`config.mk`:
```
export PLATFORM = sky130hd
export DESIGN_NAME = mem_access_ctrl
export DESIGN_NICKNAME = d
export VERILOG_FILES = /design/src/rtl/mem_pkg.sv /design/src/rtl/mem_access_ctrl_store_align.sv /design/src/rtl/mem_access_ctrl.sv
export SDC_FILE = /design/constraint.sdc
export NUM_CORES = 1
export LEC_CHECK = 0
export ABC_AREA = 1
export ABC_CLOCK_PERIOD_IN_PS = 1350
export CORE_AREA = 2 2 134 136
export DETAILED_ROUTE_END_ITERATION = 8
export DIE_AREA = 0 0 136 138
export GPL_TIMING_DRIVEN = 1
export PLACE_DENSITY_LB_ADDON = 0.15
export SYNTH_ARGS = -nofsm -noshare
export SYNTH_HDL_FRONTEND = slang
export SYNTH_HIERARCHICAL = 1
export SYNTH_SLANG_ARGS = --single-unit
```
`constraint.sdc`:
```
create_clock -name clk -period 1.35 [get_ports clk]
set_clock_uncertainty 0.15 [all_clocks]
set_input_delay 0.2025 -clock clk [delete_from_list [all_inputs] [get_ports clk]]
set_output_delay 0.2025 -clock clk [all_outputs]
set_load 0.01 [all_outputs]
```
`src/rtl/mem_pkg.sv`:
```
// mem_pkg: shared definitions for the MEM-stage access controller.
//   - RV32I load/store funct3 encodings
//   - FSM state enum
//   - wait counter width, byte-lane geometry
//   - latched-op struct carried through the REQ state
package mem_pkg;

  localparam logic [2:0] F3_LB  = 3'b000;
  localparam logic [2:0] F3_LH  = 3'b001;
  localparam logic [2:0] F3_LW  = 3'b010;
  localparam logic [2:0] F3_LBU = 3'b100;
  localparam logic [2:0] F3_LHU = 3'b101;
  localparam logic [2:0] F3_SB  = 3'b000;
  localparam logic [2:0] F3_SH  = 3'b001;
  localparam logic [2:0] F3_SW  = 3'b010;

  // Wait counter width; MAX_WAIT is limited to 1..255 so 8 bits always suffice.
  localparam int CNT_W     = 8;
  localparam int NUM_LANES = 4;
  localparam int BYTE_W    = 8;

  typedef enum logic {IDLE, REQ} state_t;

  // Op held for the whole REQ phase; feeds the wb_* registers on load completion.
  typedef struct packed {
    logic        is_load;
    logic [2:0]  funct3;
    logic [31:0] alu_c;
  } mem_op_t;

endpackage

```
`src/rtl/mem_access_ctrl_store_align.sv`:
```
// store_align: combinational legality check plus store lane steering.
//   is_load  in  1   op is a load (unsigned loads only legal as loads)
//   funct3   in  3   RV32I load/store funct3
//   k        in  2   byte offset alu_c[1:0]
//   rs2      in  32  store data
//   wstrb    out 4   byte enables (0 for loads and illegal ops)
//   wdata    out 32  store data moved to its byte lanes, unstrobed lanes 0
//   legal    out 1   size/offset/funct3 combination is allowed
module store_align
  import mem_pkg::*;
(
  input  logic        is_load,
  input  logic [2:0]  funct3,
  input  logic [1:0]  k,
  input  logic [31:0] rs2,
  output logic [3:0]  wstrb,
  output logic [31:0] wdata,
  output logic        legal
);

  logic [NUM_LANES-1:0] size_mask;
  logic [31:0]          shifted;

  always_comb begin
    legal     = 1'b0;
    size_mask = '0;
    case (funct3)
      F3_LB:  begin legal = 1'b1;                size_mask = 4'b0001; end
      F3_LH:  begin legal = (k != 2'd3);         size_mask = 4'b0011; end
      F3_LW:  begin legal = (k == 2'd0);         size_mask = 4'b1111; end
      F3_LBU: begin legal = is_load;             size_mask = 4'b0001; end
      F3_LHU: begin legal = is_load && k != 2'd3; size_mask = 4'b0011; end
      default: begin legal = 1'b0;               size_mask = '0;      end
    endcase
  end

  // Legal cases never shift a set bit past lane 3, so no truncation loss.
  assign wstrb   = (is_load || !legal) ? '0 : (size_mask << k);
  assign shifted = rs2 << {k, 3'b000};

  for (genvar lane = 0; lane < NUM_LANES; lane++) begin : g_lane
    assign wdata[lane*BYTE_W +: BYTE_W] =
      wstrb[lane] ? shifted[lane*BYTE_W +: BYTE_W] : '0;
  end

endmodule

```
`src/rtl/mem_access_ctrl.sv`:
```
// mem_access_ctrl: MEM pipeline stage. Accepts a load/store in IDLE, checks
// alignment, issues one registered RAM request and waits for dram_ready,
// aborting after MAX_WAIT+1 unanswered request cycles.
//   clk, rst_n                     clock / async active-low reset
//   ex_valid, ex_mem_read/write    op valid, load, store
//   ex_funct3, ex_alu_c, ex_rs2    size, byte address, store data
//   mem_stall                      hold upstream while a request is open
//   dram_req/we/addr/wstrb/wdata   RAM request (registered, stable in REQ)
//   dram_ready, dram_rdata         RAM accept; read word valid with ready
//   wb_valid, wb_RD, wb_funct3,    load completion pulse + raw word, funct3
//   wb_alu_c                       and byte address for the load aligner
//   misalign                       pulse: illegal/misaligned op dropped
//   bus_err                        pulse: request timed out
module mem_access_ctrl
  import mem_pkg::*;
#(
  parameter int MAX_WAIT = 15
) (
  input  logic        clk,
  input  logic        rst_n,
  input  logic        ex_valid,
  input  logic        ex_mem_read,
  input  logic        ex_mem_write,
  input  logic [2:0]  ex_funct3,
  input  logic [31:0] ex_alu_c,
  input  logic [31:0] ex_rs2,
  output logic        mem_stall,
  output logic        dram_req,
  output logic        dram_we,
  output logic [29:0] dram_addr,
  output logic [3:0]  dram_wstrb,
  output logic [31:0] dram_wdata,
  input  logic        dram_ready,
  input  logic [31:0] dram_rdata,
  output logic        wb_valid,
  output logic [31:0] wb_RD,
  output logic [2:0]  wb_funct3,
  output logic [31:0] wb_alu_c,
  output logic        misalign,
  output logic        bus_err
);

  localparam logic [CNT_W-1:0] WAIT_LIM = CNT_W'(MAX_WAIT);

  state_t           state;
  logic [CNT_W-1:0] wait_cnt;
  mem_op_t          op;

  logic        accept;
  logic        op_ok;
  logic        sa_legal;
  logic [3:0]  sa_wstrb;
  logic [31:0] sa_wdata;

  store_align u_align (
    .is_load (ex_mem_read),
    .funct3  (ex_funct3),
    .k       (ex_alu_c[1:0]),
    .rs2     (ex_rs2),
    .wstrb   (sa_wstrb),
    .wdata   (sa_wdata),
    .legal   (sa_legal)
  );

  assign accept    = (state == IDLE) && ex_valid && (ex_mem_read || ex_mem_write);
  // Read and write together is a malformed op and is dropped like a misalign.
  assign op_ok     = sa_legal && !(ex_mem_read && ex_mem_write);
  assign mem_stall = (state == REQ);

  always_ff @(posedge clk or negedge rst_n) begin
    if (!rst_n) begin
      state      <= IDLE;
      wait_cnt   <= '0;
      op         <= '0;
      dram_req   <= 1'b0;
      dram_we    <= 1'b0;
      dram_addr  <= '0;
      dram_wstrb <= '0;
      dram_wdata <= '0;
      wb_valid   <= 1'b0;
      wb_RD      <= '0;
      wb_funct3  <= '0;
      wb_alu_c   <= '0;
      misalign   <= 1'b0;
      bus_err    <= 1'b0;
    end else begin
      wb_valid <= 1'b0;
      misalign <= 1'b0;
      bus_err  <= 1'b0;
      case (state)
        IDLE: begin
          if (accept) begin
            if (op_ok) begin
              state      <= REQ;
              wait_cnt   <= '0;
              dram_req   <= 1'b1;
              dram_we    <= ex_mem_write;
              dram_addr  <= ex_alu_c[31:2];
              dram_wstrb <= sa_wstrb;
              dram_wdata <= sa_wdata;
              op         <= '{is_load: ex_mem_read, funct3: ex_funct3, alu_c: ex_alu_c};
            end else begin
              misalign <= 1'b1;
            end
          end
        end
        REQ: begin
          if (dram_ready) begin
            state    <= IDLE;
            dram_req <= 1'b0;
            if (op.is_load) begin
              wb_valid  <= 1'b1;
              wb_RD     <= dram_rdata;
              wb_funct3 <= op.funct3;
              wb_alu_c  <= op.alu_c;
            end
          end else if (wait_cnt == WAIT_LIM) begin
            state    <= IDLE;
            dram_req <= 1'b0;
            bus_err  <= 1'b1;
          end else if (wait_cnt != '1) begin
            wait_cnt <= wait_cnt + 1'b1;
          end
        end
        default: state <= IDLE;
      endcase
    end
  end

endmodule
```
Word level (Yosys, flattened, before mapping)
Cells that the tools add are included.
{"block": "classes", "addsub": 1, "eq_ne": 13, "shifts": 2, "n_mux": 32, "bitwise_logic": 1, "n_reduce_logical": 17}
{"operator": "8-bit 2-to-1 mux", "count": 9}
{"operator": "32-bit by 5-bit left shift with 32-bit output", "count": 1}
{"operator": "1-bit 2-to-1 mux", "count": 17}
{"operator": "8-bit case mux with 2 select lines", "count": 1}
{"operator": "4-bit case mux with 3 select lines", "count": 1}
{"operator": "2-bit != test, second input constant", "count": 5}
{"operator": "3-bit AND reduction", "count": 3}
{"operator": "8-bit by 1-bit adder with 8-bit output, second input constant", "count": 1}
{"operator": "8-bit by 4-bit == test with 1-bit output, second input constant", "count": 1}
{"operator": "8-bit != test, second input constant", "count": 1}
{"operator": "3-bit == test, second input constant", "count": 2}
{"operator": "1-bit logical AND", "count": 5}
{"operator": "1-bit case mux with 5 select lines", "count": 1}
{"operator": "5-bit AND reduction", "count": 1}
{"operator": "4-bit 2-to-1 mux", "count": 1}
{"operator": "1-bit case mux with 2 select lines", "count": 2}
{"operator": "2-bit OR reduction", "count": 2}
{"operator": "4-bit by 2-bit left shift with 4-bit output", "count": 1}
{"operator": "3-bit by 1-bit == test with 1-bit output, second input constant", "count": 1}
{"operator": "3-bit by 2-bit == test with 1-bit output, second input constant", "count": 1}
{"operator": "3-bit zero test", "count": 1}
{"operator": "3-bit by 2-bit != test with 1-bit output, second input constant", "count": 1}
{"operator": "1-bit zero test", "count": 2}
{"operator": "2-bit zero test", "count": 1}
{"operator": "3 further kinds", "count": 4}
{"block": "totals", "register_bits": 183, "inputBits": 105, "out_inout_bits": 139, "elab_cells": 82}

Longest topological paths before layout
Gate-level depths: netlist (run 1).
{"block": "depth", "depth_word": 7, "depth_mapped": 13}

Modules after synthesis
Netlist (run 1), hierarchy kept.
{"module": "mem_access_ctrl", "instances": 1, "cells_each": 718, "area_per_inst_um2": 6199.7}
{"module": "store_align", "instances": 1, "cells_each": 177, "area_per_inst_um2": 773.2}

Worst setup path before layout (run 1)
No wires, ideal clock.
{"block": "synth_timing", "path_kind": "input-to-reg", "start": "input port ex_alu_c[0]", "end": "register wait_cnt[2]", "setup_time_ps": 118, "t_arrival_ps": 1414, "required_time_ps": 1082, "path_slack_ps": -332, "path_stages": 13, "n_path_buf": 3, "cell_sequence": "buf_4 -> nor2_4 -> nand3_2 -> nand2_1 -> inv_1 -> a21oi_1 -> nand2_2 -> buf_6 -> nand2_2 -> nand2_4 -> buf_6 -> nand2_1 -> o21ai_2"}
{"block": "synth_between", "elab_chain_len": 6}
{"item": "from (decl)", "line_no": "mem_access_ctrl.sv:25", "source": "input logic [31:0] ex_alu_c,"}
{"item": "2-bit != test", "line_no": "mem_access_ctrl_store_align.sv:29, mem_access_ctrl_store_align.sv:32"}
{"item": "1-bit logical AND", "line_no": "mem_access_ctrl_store_align.sv:32", "source": "F3_LHU: begin legal = is_load && k != 2'd3; size_mask = 4'b0011; end"}
{"item": "1-bit case mux with 5 select lines (*)", "line_no": "mem_access_ctrl_store_align.sv:27", "source": "case (funct3)"}
{"item": "named net sa_legal", "line_no": "mem_access_ctrl.sv:51", "source": "logic sa_legal;"}
{"item": "1-bit logical AND (*)", "line_no": "mem_access_ctrl.sv:67", "source": "assign op_ok = sa_legal && !(ex_mem_read && ex_mem_write);"}
{"item": "2-bit != test (no line) (*)"}
{"item": "5-bit AND reduction (no line) (*)"}
{"item": "to (signal assigned)", "line_no": "mem_access_ctrl.sv:122", "source": "wait_cnt <= wait_cnt + 1'b1;"}
{"item": "to (decl)", "line_no": "mem_access_ctrl.sv:46", "source": "logic [CNT_W-1:0] wait_cnt;"}
Mark *: on every way through the listed nets, which the timed path passes. The rest lies on a longest branch.
A chain may end at the register's enable or synchronous reset.

Worst setup path in the final report (run 1)
{"block": "layout_timing", "start": "register state, in the netlist mem_stall", "end": "register wb_alu_c[13]"}
{"block": "layout_between", "elab_chain_len": 1}
{"item": "from (decl)", "line_no": "mem_access_ctrl.sv:45", "source": "state_t state;"}
{"item": "from (signal assigned)", "line_no": "mem_access_ctrl.sv:72", "source": "state <= IDLE;"}
{"item": "from (signal assigned)", "line_no": "mem_access_ctrl.sv:94", "source": "state <= REQ;"}
{"item": "from (signal assigned)", "line_no": "mem_access_ctrl.sv:109", "source": "state <= IDLE;"}
{"item": "3-bit AND reduction (no line)"}
{"item": "to (signal assigned)", "line_no": "mem_access_ctrl.sv:115", "source": "wb_alu_c <= op.alu_c;"}
{"item": "to (decl)", "line_no": "mem_access_ctrl.sv:38", "source": "output logic [31:0] wb_alu_c,"}
Every way passes these cells.

==> impl_metrics.yaml, run 1 <==
run_status:
  outcome: "finished with violations"
  violations: "negative setup slack"
cts:
  cts_tree: "built"
  cts_max_level: 4
  insertion_delay_ns: 0.42
  clock-sinks: 153
  clk_pin_slew_ns: 0.06
  clockRootBuffer: "clkbuf_16"
  cts_buffer_depth: 2
  cts_buffers: 17
logic_synthesis:
  netlist_instances: 895
  synth_area_sq_um: 6970
  synth_ff_type: "dfrtp_1"
  synth_fa_ha_area_frac: 0.00179
  synth_top_area_cell: "dfrtp_1"
  yosysWarningCount: 6
  synth-simple-area-share: 0.340
  synth-compound-area-share: 0.0278
  yosysMostFrequentCell: "nand2_1"
  synth_fp_nets: 1001
  synth_mux_area_frac: 0
  synth_common_cells: "517 x nand2_1, 153 x dfrtp_1, 41 x nor2_1, 38 x buf_4, 28 x nand3_1"
  synth_top_family_by_area: "simple AND/OR/NAND/NOR gates"
  synth_xor_area_frac: 0
  yosys-top-cells-area: "dfrtp_1 55%, nand2_1 28%, buf_4 4.1%"
  synth_cell_type_count: 25
  postSynthAreaPerCell_sq_um: 7.79
  synth.top_cell.area_share: 0.549
  synth-seq-cells: 153
  yosysSeqAreaShare: 0.549
  synthArstFlopShare: 1.00
  synth_edf_count: 0
routing:
  first_pass_iters: 5
  met3_length_microns: 1620
  routedWlPerCell_microns: 15.1
  drt_iter0_markers: 342
  routed_wl_microns: 21900
  vias: 6763
  final_antenna_net_count: 0
  drc_errors: 0
  vias_per_cell: 4.65
  topRoutingLayerUsed: "met4"
  wl_met1_microns: 9440
  wl_met2_microns: 10500
worst_setup_path:
  r2r_cells: 7
  reg2reg_from: "mem_stall$_DFF_PN0_"
  cp.arrival_ns: 1.61
  crit_slowest_cell: "dfrtp_1"
  crit_chain: "buf_6 -> buf_6 -> nand3_4 -> buf_12 -> clkbuf_16 -> nand2_1 -> nand2_1"
  startpoint_type: "register"
  cp_max_fo: 8
  cpPeakStageDelay_ns: 0.38
  rr_endpoint: "wb_alu_c[13]$_DFFE_PN0P_"
  crit_type: "reg2reg"
  critPathRequiredTime_ns: 1.51
  r2r_slack_ns: -0.10
  end_kind: "register"
final_layout:
  syn_to_final_growth_pct: 58.8
  drive_above_1_share: 0.349
  fin_nets: 1319
  multi_input_area_sq_um: 3120
  fillers: 1553
  fin_area_sq_um: 11100
  ff_latch_area_sq_um: 3830
floorplanning:
  num_io_pins: 244
  design.die.area_sq_um: 18800
  row_count: 49
  dieHeight_microns: 138
  core_area_sq_um: 17500
  die-width_microns: 136
  initial_core_util: 0.398
min_path:
  hold_path_class: "in2reg"
  min_from: "ex_alu_c[0]"
  whs_path_depth: 4
  min_to: "op[0]$_DFFE_PN0P_"
place:
  gp_congestion: 0.825
  placed_area_sq_um: 9930
  post-place-ws_ns: -0.813
  portBuffers: 243
  place_hpwl_microns: 14100
timing:
  holdWs_ns: 0.0621
  slew_violations: 0
  setup_viol: 146
  min_period_ns: 1.45
  max_slew_margin: 0.811
  finalHoldViolCount: 0
  tns_ns: -6.12
  rsz0062_at_grt: "true"
  worstMarginPinSlew_ns: 0.281
  fin_crit_sh: 1.07
  max_freq_mhz: 689
  setup_slack_ns: -0.101
grt:
  grt_max_degree: 43
  track_usage: 0.226
  grt_pass1_wl_microns: 33400
  grt_pass1_vias: 6621
  globalRouteOverflowTotal: 0
  grt_antenna_before_repair: 2
power_and_ir_drop:
  p_leak_nw: 6.04
  peakVddDrop_v: 0.000963
  cellPowerDensity_nw_per_um2: 1580
  p_total_mw: 17.5
run:
  maxCapViolCount: 0
placed cells by master, fill, tap and decap left out, types with 5 or more instances in the layout:
cell	netlist	final
nand2_4	1	32
nand2_1	517	429
o21ai_0	20	17
buf_2	22	133
o21ai_1	2	5
buf_12	0	16
nor2_2	0	9
nor2_1	41	29
inv_2	5	5
inv_1	24	21
buf_6	3	13
nand2_2	7	64
bufinv_16	0	5
dlygate4sd2_1	0	6
nand3_2	1	5
nand3_1	28	22
dfrtp_1	153	153
clkbuf_16	0	24
buf_4	38	91
nor3_1	9	9
clkdlybuf4s50_1	0	96
final cells by class:
type                            count  area share
Sequential cell                   153       0.346
Multi-Input combinational cell    644       0.281
Timing Repair Buffer              367       0.279
Clock buffer                       18      0.0388
Tap cell                          229      0.0259
Clock inverter                     10      0.0162
Inverter                           29      0.0120
Timing Repair inverter              1    0.000678
Antenna cell                        2    0.000452
worst max path at each step:
stage / slack [ns] / end / from
after detailed placement: -0.81 / dram_wdata[2]$_DFFE_PN0P_ / ex_funct3[0]
after global routing: -0.16 / wb_alu_c[13]$_DFFE_PN0P_ / mem_stall$_DFF_PN0_
after floorplan: -0.25 / wait_cnt[5]$_DFFE_PN0P_ / ex_alu_c[0]
after CTS: -0.08 / op[35]$_DFFE_PN0P_ / mem_stall$_DFF_PN0_
final: -0.10 / wb_alu_c[13]$_DFFE_PN0P_ / mem_stall$_DFF_PN0_
after global placement: -0.74 / dram_wdata[31]$_DFFE_PN0P_ / ex_alu_c[1]
stage by stage:
step	std cells	util
global route	1453	0.632
floorplan	895	-
finish	1453	0.632
global placement	1365	0.566
CTS	1434	0.591
detailed placement	1365	0.566
critical path: cells and delay by family (launching register included):
kind / cells / cell delay [ns]
simple gates: 3 / 0.23
flops: 1 / 0.38
buf+inv: 4 / 0.57
layer usage:
layer  vias to the layer above  GRT usage
met3                        30     0.0689
met4                         0     0.0663
li1                       3345          -
met5                         -          0
met1                      3165      0.294
met2                       223      0.363
report_power, final:
part	leakage (nW)	switching (mW)	total, mW	internal, mW
registers	1.99	0.888	6.81	5.92
logic	3.75	2.88	5.66	2.78
clock network	0.301	1.82	5.04	3.22
what timing repair did:
| item | in CTS | in global routing |
|---|---|---|
| hold buffers | 1 | 0 |
| hold endpoints to repair | 153 | 0 |
| endpoints found under the setup margin | 222 | 168 |
| gates cloned | 4 | 9 |
| resized for setup | 607 | 143 |
| buffers inserted | 36 | 10 |
| pin swaps | 11 | 36 |
state kept, by name (all words and copies together) (netlist names):
name / count
misalign: 1
wb_funct3: 3
wb_alu_c: 32
dram_wstrb: 4
dram_we: 1
bus_err: 1
mem_stall: 1
wb_RD: 32
dram_wdata: 32
op: 7
wait_cnt: 8
wb_valid: 1
dram_addr: 29
dram_req: 1
cells by family after synthesis:
family                   count (synthesis)
buffers and inverters                  100
flip-flops                             153
AND/OR/NAND/NOR                        607
AO/OA/AOI/OAI                           34
adder cells (fa/ha/maj)                  1
(Power assumes the default switching activity.)
==> run 2, diff against run 1 <==
CAP_MARGIN = 20   (was unset)
CORE_AREA = 2 2 132 134   (was 2 2 134 136)
CTS_BUF_LIST = sky130_fd_sc_hd__clkbuf_8   (was unset)
DIE_AREA = 0 0 134 136   (was 0 0 136 138)
==> run 2 against run 1 <==
Compared with the run above:
- the flow still finishes with violations (negative setup slack)
- cell area up 6.6%
- core utilization up 6.8 points
- first-iteration DRC count rose by 11%
- critical path depth rose by 2
- via count up 7.9%
- sequential share of layout area shrank 2.1 points
- flip-flop and latch count is the same
- cell count grew 4.6%
- largest cell class is now buffers
==> impl_metrics.yaml, run 2 (synthesis gave the netlist of run 1 again) <==
final_layout:
  final_cell_mix: "424 x nand2_1, 153 x dfrtp_1, 148 x buf_4, 97 x clkdlybuf4s50_1, 89 x buf_2"
  drive_above_1_share: 0.378
  final_common_cell: "nand2_1"
  syn_to_final_growth_pct: 69.3
  diodes: 0
  fin_nets: 1388
  reg_top3: "dram_wdata x32, wb_RD x32, wb_alu_c x32"
  layout.cells.non_filler: 1520
timing:
  setup_slack_ns: -0.154
  slew_violations: 0
  fin_crit_sh: 1.11
  rsz0062_at_grt: "true"
  min_period_ns: 1.50
  finalHoldViolCount: 0
  worstMarginPinSlew_ns: 0.429
  setup_viol: 152
  max_slew_margin: 0.714
  max_freq_mhz: 665
floorplanning:
  die-width_microns: 134
  design.die.area_sq_um: 18200
  core_area_sq_um: 16900
  initial_core_util: 0.413
  num_io_pins: 244
  dieHeight_microns: 136
  row_count: 48
worst_setup_path:
  endpoint: "dram_addr[18]$_DFFE_PN0P_"
  crit_slowest_cell: "dfrtp_1"
  startpoint_type: "register"
  cp.arrival_ns: 1.75
  cpPeakStageDelay_ns: 0.41
  reg2reg_from: "mem_stall$_DFF_PN0_"
  cp_max_fo: 6
  startpoint: "mem_stall$_DFF_PN0_"
  r2r_slack_ns: -0.15
  rr_endpoint: "dram_addr[18]$_DFFE_PN0P_"
  r2r_cells: 9
  end_kind: "register"
  path_depth: 9
  critPathBufInv: 4
  crit_chain: "inv_2 -> nand2_4 -> nor2_4 -> nand2_8 -> inv_8 -> buf_12 -> buf_16 -> nand2_1 -> nand2_1"
  cp_top_family: "simple AND/OR/NAND/NOR gates"
  cp_common_cell: "nand2_1"
  critPathRequiredTime_ns: 1.60
  crit_type: "reg2reg"
grt:
  globalRouteOverflowTotal: 0
  grt_max_degree: 44
  track_usage: 0.240
  grt_antenna_before_repair: 0
  grt_pass1_wl_microns: 33900
  grt_pass1_vias: 6456
cts:
  cts_tree: "built"
  cts_buffers: 17
  cts_max_level: 4
  clk_pin_slew_ns: 0.09
  cts_buffer_depth: 2
  insertion_delay_ns: 0.45
  clockRootBuffer: "clkbuf_8"
  clock-sinks: 153
place:
  gp_congestion: 0.884
  portBuffers: 243
  place_hpwl_microns: 14200
  post-place-ws_ns: -0.859
  place_inst: 1359
routing:
  vias: 7298
  drc_errors: 0
  first_pass_iters: 5
  final_antenna_net_count: 0
  routed_wl_microns: 25100
  routedWlPerCell_microns: 16.5
  drt_iter0_markers: 378
  vias_per_cell: 4.80
power_and_ir_drop:
  p_total_mw: 18.2
  cellPowerDensity_nw_per_um2: 1540
  peakVddDrop_v: 0.000807
  p_leak_nw: 6.60
run_status:
  violations: "negative setup slack"
  outcome: "finished with violations"
run:
  maxCapViolCount: 0
min_path:
  hold_path_class: "in2async"
==> run 2: cell types whose count changed in the layout (fill, tap and decap cells not counted), sizes merged <==
| cell | delta |
|---|---|
| clkdlybuf4s50 | +1 |
| diode | -2 |
| nand2 | -1 |
| buf | +66 |
| clkinv | -3 |
| clkbuf | +3 |
| inv | +7 |
==> run 2: how the worst min path moves through the flow <==
stage	cells past startpoint	endpoint	slack [ns]	from
floorplan	0	bus_err$_DFF_PN0_	-0.24	rst_n
global placement	1	wb_RD[9]$_DFFE_PN0P_	-0.01	rst_n
detailed placement	1	wb_RD[12]$_DFFE_PN0P_	-0.01	rst_n
CTS	3	op[1]$_DFFE_PN0P_	0.03	ex_alu_c[1]
global route	3	op[1]$_DFFE_PN0P_	0.03	ex_alu_c[1]
finish	2	wb_RD[9]$_DFFE_PN0P_	0.05	rst_n
==> run 2: report_power, final <==
group          leakage, nW  total, mW  switching [mW]  internal [mW]
combinational         4.37       7.36            3.34           4.02
sequential            1.99       6.76           0.846           5.91
clock                0.235       4.04            1.75           2.29
==> run 2: worst register-to-register path, cell delays in order (launching register included) <==
cell	delay [ns]
dfrtp_1	0.41
inv_2	0.09
nand2_4	0.07
nor2_4	0.14
nand2_8	0.13
inv_8	0.12
buf_12	0.11
buf_16	0.11
nand2_1	0.06
nand2_1	0.07
==> run 2: layout make-up <==
class,count,area [sq um]
Fill cell,1343,5070
Timing Repair Buffer,436,4050
Sequential cell,153,3830
Multi-Input combinational cell,643,3030
Tap cell,225,282
Clock buffer,19,262
Clock inverter,13,200
Inverter,29,138
Timing Repair inverter,2,22.5
==> run 2: per-stage QoR <==
stage	setup TNS [ns]	util	hold slack, ns	instance area (sq um)
3_5_place_dp	-79.99	0.585	-0.0118	9870
3_3_place_gp	-75.69	0.585	-0.0100	9870
5_1_grt	-20.51	0.700	0.0349	11800
4_1_cts	-8.68	0.629	0.0339	10600
6_report	-8.94	0.700	0.0504	11800
2_1_floorplan	-11.81	-	-0.243	7010
==> run 2: what timing repair did <==
item / 4_1_cts / 5_1_grt
pin swaps: 10 / 24
resized for setup: 636 / 160
endpoints found under the hold margin: 153 / 0
cloned: 8 / 18
hold buffers: 1 / 0
buffers inserted: 59 / 47
endpoints found under the setup margin: 289 / 284
==> run 2: routing by layer <==
layer  track usage  up-vias  wire length [microns]
met5             0        -                      0
met2         0.388      264                  12300
met3        0.0559       54                   1610
met4        0.0851        0                    755
met1         0.317     3504                  10400
li1              -     3476                      -
==> run 3, diff against run 2 <==
ABC_CLOCK_PERIOD_IN_PS = unset   (was 1350)
==> results of run 3 <==
Same layout as run 2: the final DEF is identical, and so are final timing and power.
